`src/rtl/uart_sha256_host.sv`:
```
// Host-side initiator for the UART SHA-256 protocol: frames a message as 0x01, payload, 0xFF
// and decodes the 64-character hex reply into a 256-bit digest. Includes its own 8N1 UART cores.

module uart_tx_core #(
    parameter int BAUD_DIV = 174
) (
    input  logic       clk,
    input  logic       rst,
    input  logic       tx_start,
    input  logic [7:0] tx_data,
    output logic       tx_busy,
    output logic       tx
);
    localparam int CW = $clog2(BAUD_DIV + 1);

    logic [CW-1:0] baud_cnt_reg;
    logic [3:0]    bit_cnt_reg;
    logic [8:0]    shift_reg;
    logic          busy_reg;
    logic          tx_reg;

    // bit_cnt 0 is the start bit, 1..8 data LSB first, 9 the stop bit
    always_ff @(posedge clk or posedge rst) begin
        if (rst) begin
            baud_cnt_reg <= '0;
            bit_cnt_reg  <= '0;
            shift_reg    <= '1;
            busy_reg     <= 1'b0;
            tx_reg       <= 1'b1;
        end else if (!busy_reg) begin
            if (tx_start) begin
                busy_reg     <= 1'b1;
                tx_reg       <= 1'b0;
                shift_reg    <= {1'b1, tx_data};
                bit_cnt_reg  <= '0;
                baud_cnt_reg <= '0;
            end
        end else if (baud_cnt_reg == CW'(BAUD_DIV - 1)) begin
            baud_cnt_reg <= '0;
            if (bit_cnt_reg == 4'd9) begin
                busy_reg <= 1'b0;
                tx_reg   <= 1'b1;
            end else begin
                tx_reg      <= shift_reg[0];
                shift_reg   <= {1'b1, shift_reg[8:1]};
                bit_cnt_reg <= bit_cnt_reg + 4'd1;
            end
        end else begin
            baud_cnt_reg <= baud_cnt_reg + CW'(1);
        end
    end

    assign tx_busy = busy_reg;
    assign tx      = tx_reg;
endmodule

module uart_rx_core #(
    parameter int BAUD_DIV = 174
) (
    input  logic       clk,
    input  logic       rst,
    input  logic       rx,
    output logic [7:0] rx_data,
    output logic       rx_valid
);
    localparam int CW = $clog2(BAUD_DIV + 1);

    logic [1:0]    sync_reg;
    logic          active_reg;
    logic [CW-1:0] baud_cnt_reg;
    logic [3:0]    bit_idx_reg;
    logic [7:0]    data_reg;
    logic          valid_reg;
    logic          rx_s;

    assign rx_s = sync_reg[1];

    // Start bit is re-checked at its midpoint, so every later sample lands mid-bit
    always_ff @(posedge clk or posedge rst) begin
        if (rst) begin
            sync_reg     <= 2'b11;
            active_reg   <= 1'b0;
            baud_cnt_reg <= '0;
            bit_idx_reg  <= '0;
            data_reg     <= '0;
            valid_reg    <= 1'b0;
        end else begin
            sync_reg  <= {sync_reg[0], rx};
            valid_reg <= 1'b0;
            if (!active_reg) begin
                if (!rx_s) begin
                    active_reg   <= 1'b1;
                    baud_cnt_reg <= '0;
                    bit_idx_reg  <= '0;
                end
            end else if (bit_idx_reg == 4'd0) begin
                if (baud_cnt_reg == CW'(BAUD_DIV / 2 - 1)) begin
                    baud_cnt_reg <= '0;
                    if (rx_s) active_reg  <= 1'b0;
                    else      bit_idx_reg <= 4'd1;
                end else begin
                    baud_cnt_reg <= baud_cnt_reg + CW'(1);
                end
            end else if (baud_cnt_reg == CW'(BAUD_DIV - 1)) begin
                baud_cnt_reg <= '0;
                if (bit_idx_reg == 4'd9) begin
                    active_reg <= 1'b0;
                    valid_reg  <= rx_s;
                end else begin
                    data_reg    <= {rx_s, data_reg[7:1]};
                    bit_idx_reg <= bit_idx_reg + 4'd1;
                end
            end else begin
                baud_cnt_reg <= baud_cnt_reg + CW'(1);
            end
        end
    end

    assign rx_data  = data_reg;
    assign rx_valid = valid_reg;
endmodule

module uart_sha256_host #(
    parameter int CLK_FREQ       = 20_000_000,
    parameter int BAUD           = 115200,
    parameter int TIMEOUT_CYCLES = 2_000_000
) (
    input  logic         clk,
    input  logic         rst,
    output logic         uart_tx,
    input  logic         uart_rx,
    input  logic [7:0]   msg_data,
    input  logic         msg_valid,
    input  logic         msg_last,
    output logic         msg_ready,
    output logic         busy,
    output logic [255:0] digest,
    output logic         digest_valid,
    output logic         err,
    output logic [1:0]   err_code
);
    localparam int BAUD_DIV = CLK_FREQ / BAUD;
    localparam int TW       = $clog2(TIMEOUT_CYCLES + 1);

    typedef enum logic [2:0] {IDLE, SEND_START, SEND_DATA, SEND_TERM, RECV, FINISH} state_t;

    state_t         state_reg, state_next;
    logic           pending_reg, term_sent_reg, bad_ff_reg;
    logic [6:0]     nib_cnt_reg;
    logic [TW-1:0]  tout_reg;
    logic [255:0]   shreg_reg, digest_reg;
    logic           busy_reg, dv_reg, err_reg;
    logic [1:0]     err_code_reg;

    logic           tx_start, tx_busy, consume, can_issue;
    logic [7:0]     tx_data, rx_data;
    logic           rx_valid, is_hex;
    logic [3:0]     nib;

    uart_tx_core #(.BAUD_DIV(BAUD_DIV)) u_tx (
        .clk(clk), .rst(rst), .tx_start(tx_start), .tx_data(tx_data),
        .tx_busy(tx_busy), .tx(uart_tx)
    );

    uart_rx_core #(.BAUD_DIV(BAUD_DIV)) u_rx (
        .clk(clk), .rst(rst), .rx(uart_rx), .rx_data(rx_data), .rx_valid(rx_valid)
    );

    // pending covers the cycle between tx_start and tx_busy rising
    assign can_issue = !tx_busy && !pending_reg;

    // Letters share low nibble 1..6 in both cases, so +9 gives 10..15
    always_comb begin
        is_hex = 1'b1;
        nib    = rx_data[3:0];
        if (rx_data >= 8'h30 && rx_data <= 8'h39) begin
            nib = rx_data[3:0];
        end else if ((rx_data >= 8'h61 && rx_data <= 8'h66) ||
                     (rx_data >= 8'h41 && rx_data <= 8'h46)) begin
            nib = rx_data[3:0] + 4'd9;
        end else begin
            is_hex = 1'b0;
        end
    end

    always_comb begin
        state_next = state_reg;
        tx_start   = 1'b0;
        tx_data    = 8'h00;
        consume    = 1'b0;
        case (state_reg)
            IDLE: if (msg_valid) state_next = SEND_START;
            SEND_START: if (can_issue) begin
                tx_start   = 1'b1;
                tx_data    = 8'h01;
                state_next = SEND_DATA;
            end
            SEND_DATA: if (msg_valid && can_issue) begin
                consume = 1'b1;
                if (msg_data != 8'hFF) begin
                    tx_start = 1'b1;
                    tx_data  = msg_data;
                end
                if (msg_last) state_next = SEND_TERM;
            end
            SEND_TERM: begin
                if (!term_sent_reg) begin
                    if (can_issue) begin
                        tx_start = 1'b1;
                        tx_data  = 8'hFF;
                    end
                end else if (can_issue) begin
                    state_next = RECV;
                end
            end
            RECV: begin
                if (rx_valid) begin
                    if (!is_hex || nib_cnt_reg == 7'd63) state_next = FINISH;
                end else if (tout_reg == TW'(TIMEOUT_CYCLES)) begin
                    state_next = FINISH;
                end
            end
            FINISH: state_next = IDLE;
            default: state_next = IDLE;
        endcase
    end

    always_ff @(posedge clk or posedge rst) begin
        if (rst) begin
            state_reg     <= IDLE;
            pending_reg   <= 1'b0;
            term_sent_reg <= 1'b0;
            bad_ff_reg    <= 1'b0;
            nib_cnt_reg   <= '0;
            tout_reg      <= '0;
            shreg_reg     <= '0;
            digest_reg    <= '0;
            busy_reg      <= 1'b0;
            dv_reg        <= 1'b0;
            err_reg       <= 1'b0;
            err_code_reg  <= 2'b00;
        end else begin
            state_reg <= state_next;
            dv_reg    <= 1'b0;
            err_reg   <= 1'b0;
            if (tx_start)     pending_reg <= 1'b1;
            else if (tx_busy) pending_reg <= 1'b0;
            case (state_reg)
                IDLE: begin
                    term_sent_reg <= 1'b0;
                    if (msg_valid) begin
                        busy_reg     <= 1'b1;
                        err_code_reg <= 2'b00;
                        bad_ff_reg   <= 1'b0;
                    end
                end
                SEND_DATA: if (consume && msg_data == 8'hFF) bad_ff_reg <= 1'b1;
                SEND_TERM: begin
                    if (tx_start) term_sent_reg <= 1'b1;
                    if (state_next == RECV) begin
                        nib_cnt_reg <= '0;
                        shreg_reg   <= '0;
                        tout_reg    <= '0;
                    end
                end
                RECV: begin
                    if (rx_valid) begin
                        if (is_hex) begin
                            shreg_reg   <= {shreg_reg[251:0], nib};
                            nib_cnt_reg <= nib_cnt_reg + 7'd1;
                            tout_reg    <= '0;
                            if (nib_cnt_reg == 7'd63) digest_reg <= {shreg_reg[251:0], nib};
                        end else begin
                            err_code_reg <= 2'b01;
                        end
                    end else if (tout_reg == TW'(TIMEOUT_CYCLES)) begin
                        err_code_reg <= 2'b10;
                    end else begin
                        tout_reg <= tout_reg + TW'(1);
                    end
                end
                FINISH: begin
                    busy_reg <= 1'b0;
                    if (err_code_reg != 2'b00) begin
                        err_reg <= 1'b1;
                    end else if (bad_ff_reg) begin
                        err_reg      <= 1'b1;
                        err_code_reg <= 2'b11;
                    end else begin
                        dv_reg <= 1'b1;
                    end
                end
                default: ;
            endcase
        end
    end

    assign msg_ready    = consume;
    assign busy         = busy_reg;
    assign digest       = digest_reg;
    assign digest_valid = dv_reg;
    assign err          = err_reg;
    assign err_code     = err_code_reg;
endmodule

```
`config.mk`:
```
export PLATFORM = sky130hd
export DESIGN_NAME = uart_sha256_host
export DESIGN_NICKNAME = d
export VERILOG_FILES = /design/src/rtl/uart_sha256_host.sv
export SDC_FILE = /design/constraint.sdc
export NUM_CORES = 1
export LEC_CHECK = 0
export CORE_ASPECT_RATIO = 0.5
export CORE_MARGIN = 8
export CORE_UTILIZATION = 50
export CTS_BUF_LIST = sky130_fd_sc_hd__clkbuf_4
export DETAILED_ROUTE_END_ITERATION = 16
export PLACE_DENSITY = 0.8
export SYNTH_ARGS = -nofsm -noshare
export SYNTH_HDL_FRONTEND = slang
export SYNTH_SLANG_ARGS = --single-unit
```
`constraint.sdc`:
```
create_clock -name clk -period 21 [get_ports clk]
set_input_delay 4.2 -clock clk [delete_from_list [all_inputs] [get_ports clk]]
set_output_delay 4.2 -clock clk [all_outputs]
set_load 0.02 [all_outputs]
```
==> run_results.csv, run 1 <==
group,metric,value,unit
power_and_ir_drop,switching_share,0.2229,
global_route,grt_max_degree,301,
clock_network,clkLatencyLatePin,0.81,ns
power_and_ir_drop,p_int,1.668,mW
setup_path,worstPathRequired,16.80,ns
setup_path,worst_ep_arrival_time,5.92,ns
drt,drtAntennaViolNets,0,
clock_network,h-tree-depth,4,
synthesis,synth_ff_type,"dfrtp_1",
clock_network,clock_path_buffers,3,
sta,hold_viol_final,0,
die,die_area,55850,um2
final_layout,final_common_cell,"dfrtp_1",
setup_path,crit_fanout,4,
flow_run,cap_violations,0,
sta,period_needed,10.12,ns
die,die_w,326.3,um
setup_path,critical_path.startpoint_type,"input pin",
drt,vias_per_cell,5.240,
global_route,antenna_found_initial,1,
power_and_ir_drop,p_per_area,74.03,nW/um2
drt,dr.pass1.iters,7,
global_route,grt_pass1_vias,16880,
clock_network,cts_made_buffers,135,
final_layout,stdcell_count,3166,
setup_path,endpoint_kind,"output port",
final_layout,drive_gt1_frac,0.1338,
die,num_rows,56,
status,status,"complete, no violations",
drt,finalWirelength,54120,um
placement,dpl.hpwl,34550,um
final_layout,largest_reg_flops,256,
placement,dp_cells,2922,
clock_network,cts_sinks,593,
die,start_util,0.5105,
synthesis,synth_cell_types,72,
setup_path,reg2reg_depth,5,
setup_path,crit_type,"input pin to output port",
clock_network,hold_buffers,0,
hold_path,min_path_cells,0,
drt,wire_per_inst,17.09,um
power_and_ir_drop,ir_drop,0.03776,mV
global_route,grt_pass1_wl,88890,um
final_layout,area_delta_synth_final,20.43,%
clock_network,cts_setup_buffers,0,
final_layout,nets,2450,
power_and_ir_drop,power.share.combinational,0.015,
sta,setup-violations-final,0,
synthesis,async_flop_share,1.000,
sta,worstMarginPinSlew,1.270,ns
final_layout,finish.instance_area,28990,um2
synthesis,synth_warnings,0,
power_and_ir_drop,leakagePower,13.40,nW
synthesis,netlist_area,24070,um2
drt,vias,16590,
sta,relSlewSlack,0.1534,
power_and_ir_drop,pwr-share-seq,0.534,
die,die_h,171.2,um
clock_network,clk_pin_slew,0.06,ns
final_layout,final_cell_mix,"dfrtp_1 (582), nand2_1 (557), o21ai_0 (294)",
power_and_ir_drop,switchingPower,0.4784,mW
clock_network,cts_resized,0,
sta,slew_viol_final,0,
sta,period_share,0.4817,
sta,rsz0062_at_grt,"no",
die,ios,276,
power_and_ir_drop,pwr-share-clk,0.451,
die,core_area,47160,um2
synthesis,synth_fp_nets,2152,
placement,place_congestion,0.7886,
placement,dpl_cell_area,27140,um2
hold_path,hp-class,"register to register",
synthesis,ys_seq_elements,593,
clock_network,root_buffer,"clkbuf_4",
global_route,grt_overflow,0,
sta,skew,0.05521,ns
drt,drcViolationCount,0,
drt,drt_iter0_drc,1271,
synthesis,ys_seq_area_frac,0.6170,
synthesis,synth_area_per_cell,11.34,um2
sta,finalSetupTns,0,ns
sta,max_freq,98.85,MHz
synthesis,syn_inst,2123,
placement,port_buffers,275,
clock_network,cts_tree,"done",
global_route,track_usage,0.1920,
sta,whs,0.3569,ns
synthesis,synth-edff-count,0,
cells in the mapped netlist (7+ instances only):
cell | n | area share
buf_2 | 30 | 0.0062
dfrtp_1 | 582 | 0.61
o21ai_0 | 294 | 0.061
ha_1 | 16 | 0.0083
a221oi_1 | 7 | 0.0025
inv_1 | 27 | 0.0042
nand2_1 | 557 | 0.087
a21oi_1 | 18 | 0.0037
buf_6 | 22 | 0.010
o31ai_1 | 10 | 0.0031
dfstp_2 | 11 | 0.012
nand3_1 | 22 | 0.0046
mux2_1 | 190 | 0.089
a31oi_1 | 15 | 0.0039
nand4_1 | 10 | 0.0026
mux2_2 | 67 | 0.031
clkbuf_1 | 77 | 0.012
nand2b_1 | 8 | 0.0021
nor2_1 | 30 | 0.0047
xor2_1 | 8 | 0.0029
and3_1 | 10 | 0.0026
mux2i_1 | 10 | 0.0042
nor3_1 | 10 | 0.0021
layout make-up:
class	instances	area (um2)
fillers	3638	18160
clock buffers	203	1524
diodes	1	2.502
flip-flops and latches	593	14850
well taps	638	798.3
clock inverters	40	324.1
repair buffers	290	2915
inverters	27	108.9
multi-input cells	1374	8464
power by group through the flow:
stage / clock network [mW] / registers [mW] / logic [mW]
after floorplan: 0 / 1.17 / 0.0221
after global placement: 0 / 1.17 / 0.0325
after detailed placement: 0 / 1.17 / 0.0328
after CTS: 0.996 / 1.15 / 0.0330
after global routing: 1.06 / 1.15 / 0.0371
final: 0.968 / 1.15 / 0.0313
metrics by stage:
step           setup WS [ns]  total power, mW    util
5_1_grt                10.79            2.242  0.6148
2_1_floorplan         0.2218            1.191       -
3_3_place_gp           10.92            1.201  0.5755
3_5_place_dp           10.90            1.201  0.5755
4_1_cts                10.90            2.175  0.6147
6_report               10.88            2.146  0.6148
layer usage:
| metal | share of wire | global-route usage |
|---|---|---|
| met5 | 0 | 0 |
| met4 | 0.042 | 0.09743 |
| met3 | 0.032 | 0.03998 |
| met2 | 0.52 | 0.3328 |
| met1 | 0.41 | 0.2285 |
cell families after synthesis:
family          synth area share
simple gates              0.1177
flops                     0.6170
compound gates           0.09387
mux                       0.1256
buf+inv                  0.03275
fa+ha+maj               0.008316
xor+xnor                0.004730
path summary, 6_finish.rpt:
path / start / endpoint / slack, ns
min in group asynchronous: rst / digest[244] / 3.92
max reg2reg: state_reg[0] / shreg_reg[198] / 17.06
max: msg_valid / msg_ready / 10.88
min: u_rx.sync_reg[0] / u_rx.sync_reg[1] / 0.36
max in group asynchronous: rst / digest[55] / 14.62
min reg2reg: u_rx.sync_reg[0] / u_rx.sync_reg[1] / 0.36
critical path, stage by stage:
cell	delay (ns)
clkdlybuf4s50_1	0.51
nand2b_1	0.14
nor3_1	0.36
clkdlybuf4s50_1	0.70
No activity file was read; power rests on OpenSTA's default activity.
==> run 2: changes to the inputs <==
Clock period 21 ns to 8.8 ns, I/O delays scaled along.
==> run 2 against run 1 <==
Compared with the run above:
- count of clock-buffer cells in the layout is 2 lower
- total power rose by 130%
- largest power group unchanged
- clock skew increased by 0.014 ns
- highest routed layer unchanged
- hold slack about the same
- largest cell class unchanged
- critical endpoint unchanged
- via count down 0.34%
- clock power up 130%
==> run_results.csv, run 2 (synthesis gave the netlist of run 1 again) <==
group,metric,value,unit
setup_path,critPathSlowestCell,"clkdlybuf4s50_1",
global_route,track_usage,0.1926,
final_layout,largest_reg_flops,256,
placement,dp_cells,2920,
clock_network,clk_pin_slew,0.06,ns
sta,period_needed,5.217,ns
sta,max_freq,191.7,MHz
clock_network,h-tree-depth,4,
sta,relSlewSlack,0.1916,
hold_path,hp-class,"register to register",
clock_network,cts_resized,0,
placement,place_congestion,0.7786,
global_route,grt_overflow,0,
clock_network,cts_made_buffers,137,
die,die_h,171.2,um
sta,worstMarginPinSlew,1.213,ns
clock_network,clock_path_buffers,3,
die,start_util,0.5105,
global_route,grt_pass1_wl,88910,um
sta,whs,0.3565,ns
drt,dr.pass1.iters,5,
drt,wire_per_inst,17.31,um
final_layout,final_common_cell,"dfrtp_1",
die,num_rows,56,
setup_path,worst_ep_arrival_time,3.46,ns
setup_path,cp_cell_sequence,"clkdlybuf4s50_1 > nand2b_1 > nor3_1 > clkdlybuf4s50_1",
final_layout,area_delta_synth_final,19.88,%
drt,drt_iter0_drc,1354,
global_route,grt_pass1_vias,17040,
setup_path,crit_type,"input pin to output port",
placement,dpl.hpwl,34560,um
clock_network,hold_buffers,0,
die,core_area,47160,um2
sta,finalSetupTns,0,ns
die,ios,276,
die,die_area,55850,um2
global_route,antenna_found_initial,2,
placement,port_buffers,275,
final_layout,finish.instance_area,28860,um2
sta,period_share,0.5928,
clock_network,clkLatencyLatePin,0.85,ns
sta,hold_viol_final,0,
sta,rsz0062_at_grt,"no",
clock_network,cts_setup_buffers,0,
clock_network,root_buffer,"clkbuf_4",
final_layout,nets,2450,
drt,finalWirelength,54510,um
sta,skew,0.06944,ns
clock_network,cts_tree,"done",
die,die_w,326.3,um
sta,slew_viol_final,0,
flow_run,cap_violations,0,
drt,drcViolationCount,0,
setup_path,cpPeakStageDelay,0.70,ns
setup_path,critical_path.startpoint_type,"input pin",
drt,drtAntennaViolNets,0,
drt,vias,16530,
final_layout,drive_gt1_frac,0.1327,
power_and_ir_drop,leakagePower,13.31,nW
global_route,grt_max_degree,271,
final_layout,stdcell_count,3150,
placement,dpl_cell_area,27150,um2
power_and_ir_drop,p_per_area,173.2,nW/um2
sta,setup-violations-final,0,
power_and_ir_drop,ir_drop,0.07266,mV
setup_path,crit_fanout,4,
setup_path,worstPathRequired,7.04,ns
final_layout,utilization,0.6119,
setup_path,endpoint_kind,"output port",
final_layout,final_cell_mix,"dfrtp_1 (582), nand2_1 (557), o21ai_0 (294)",
drt,vias_per_cell,5.249,
clock_network,cts_sinks,593,
setup_path,cpMostUsedCell,"clkdlybuf4s50_1",
status,status,"complete, no violations",
run 2: cell types whose count changed in the layout (fill, tap and decap cells not counted):
cell | previous run | this run
buf_12 | 4 | 6
buf_4 | 11 | 7
bufinv_16 | 6 | 2
clkbuf_4 | 203 | 201
clkinv_1 | 23 | 11
clkinv_2 | 3 | 1
clkinv_4 | 1 | 6
clkinvlp_4 | 2 | 4
diode_2 | 1 | 2
inv_2 | 5 | 4
inv_8 | 1 | 0
run 2: worst max-delay path: cells and delay by family:
family,cells,cell delay [ns]
buf+inv,2,1.21
simple gates,2,0.48
run 2: stage by stage:
stage	power [mW]	setup slack (ns)
2_1_floorplan	2.843	-1.036
4_1_cts	5.062	3.575
6_report	4.998	3.583
3_3_place_gp	2.867	3.572
5_1_grt	5.222	3.454
3_5_place_dp	2.868	3.571
run 2: report_power, final:
part / total, mW / internal [mW] / switching, mW / leakage, nW
clock: 2.19 / 1.11 / 1.08 / 1.02
sequential: 2.74 / 2.73 / 0.00580 / 8.20
combinational: 0.0759 / 0.0151 / 0.0609 / 4.10
total: 5.00 / 3.85 / 1.15 / 13.3
run 2: cell type report:
type                       count  area (um2)
fill                        3661       18300
sequential                   593       14850
multi-input combinational   1374        8464
timing repair buffer         288        2925
clock buffer                 201        1509
tap                          638       798.3
clock inverter                27       196.4
inverter                      27       105.1
antenna                        2       5.005
run 2: path summary, 6_finish.rpt:
check,from,endpoint,slack (ns),depth (start not counted)
setup / recovery,msg_valid,msg_ready,3.58,4
hold / removal,u_rx.sync_reg[0],u_rx.sync_reg[1],0.36,0
setup reg to reg,state_reg[0],shreg_reg[154],4.84,5
hold reg to reg,u_rx.sync_reg[0],u_rx.sync_reg[1],0.36,0
max in group asynchronous,rst,u_rx.baud_cnt_reg[7],5.75,3
min in group asynchronous,rst,digest[24],1.48,2
run 2: routing by layer:
layer / vias to the layer above / GRT usage / wire length, um
met2: 347 / 0.3415 / 28780
met1: 8196 / 0.2259 / 21770
met5: - / 0 / 0
met4: 0 / 0.08373 / 1848
met3: 106 / 0.04424 / 2117
li1: 7885 / - / -
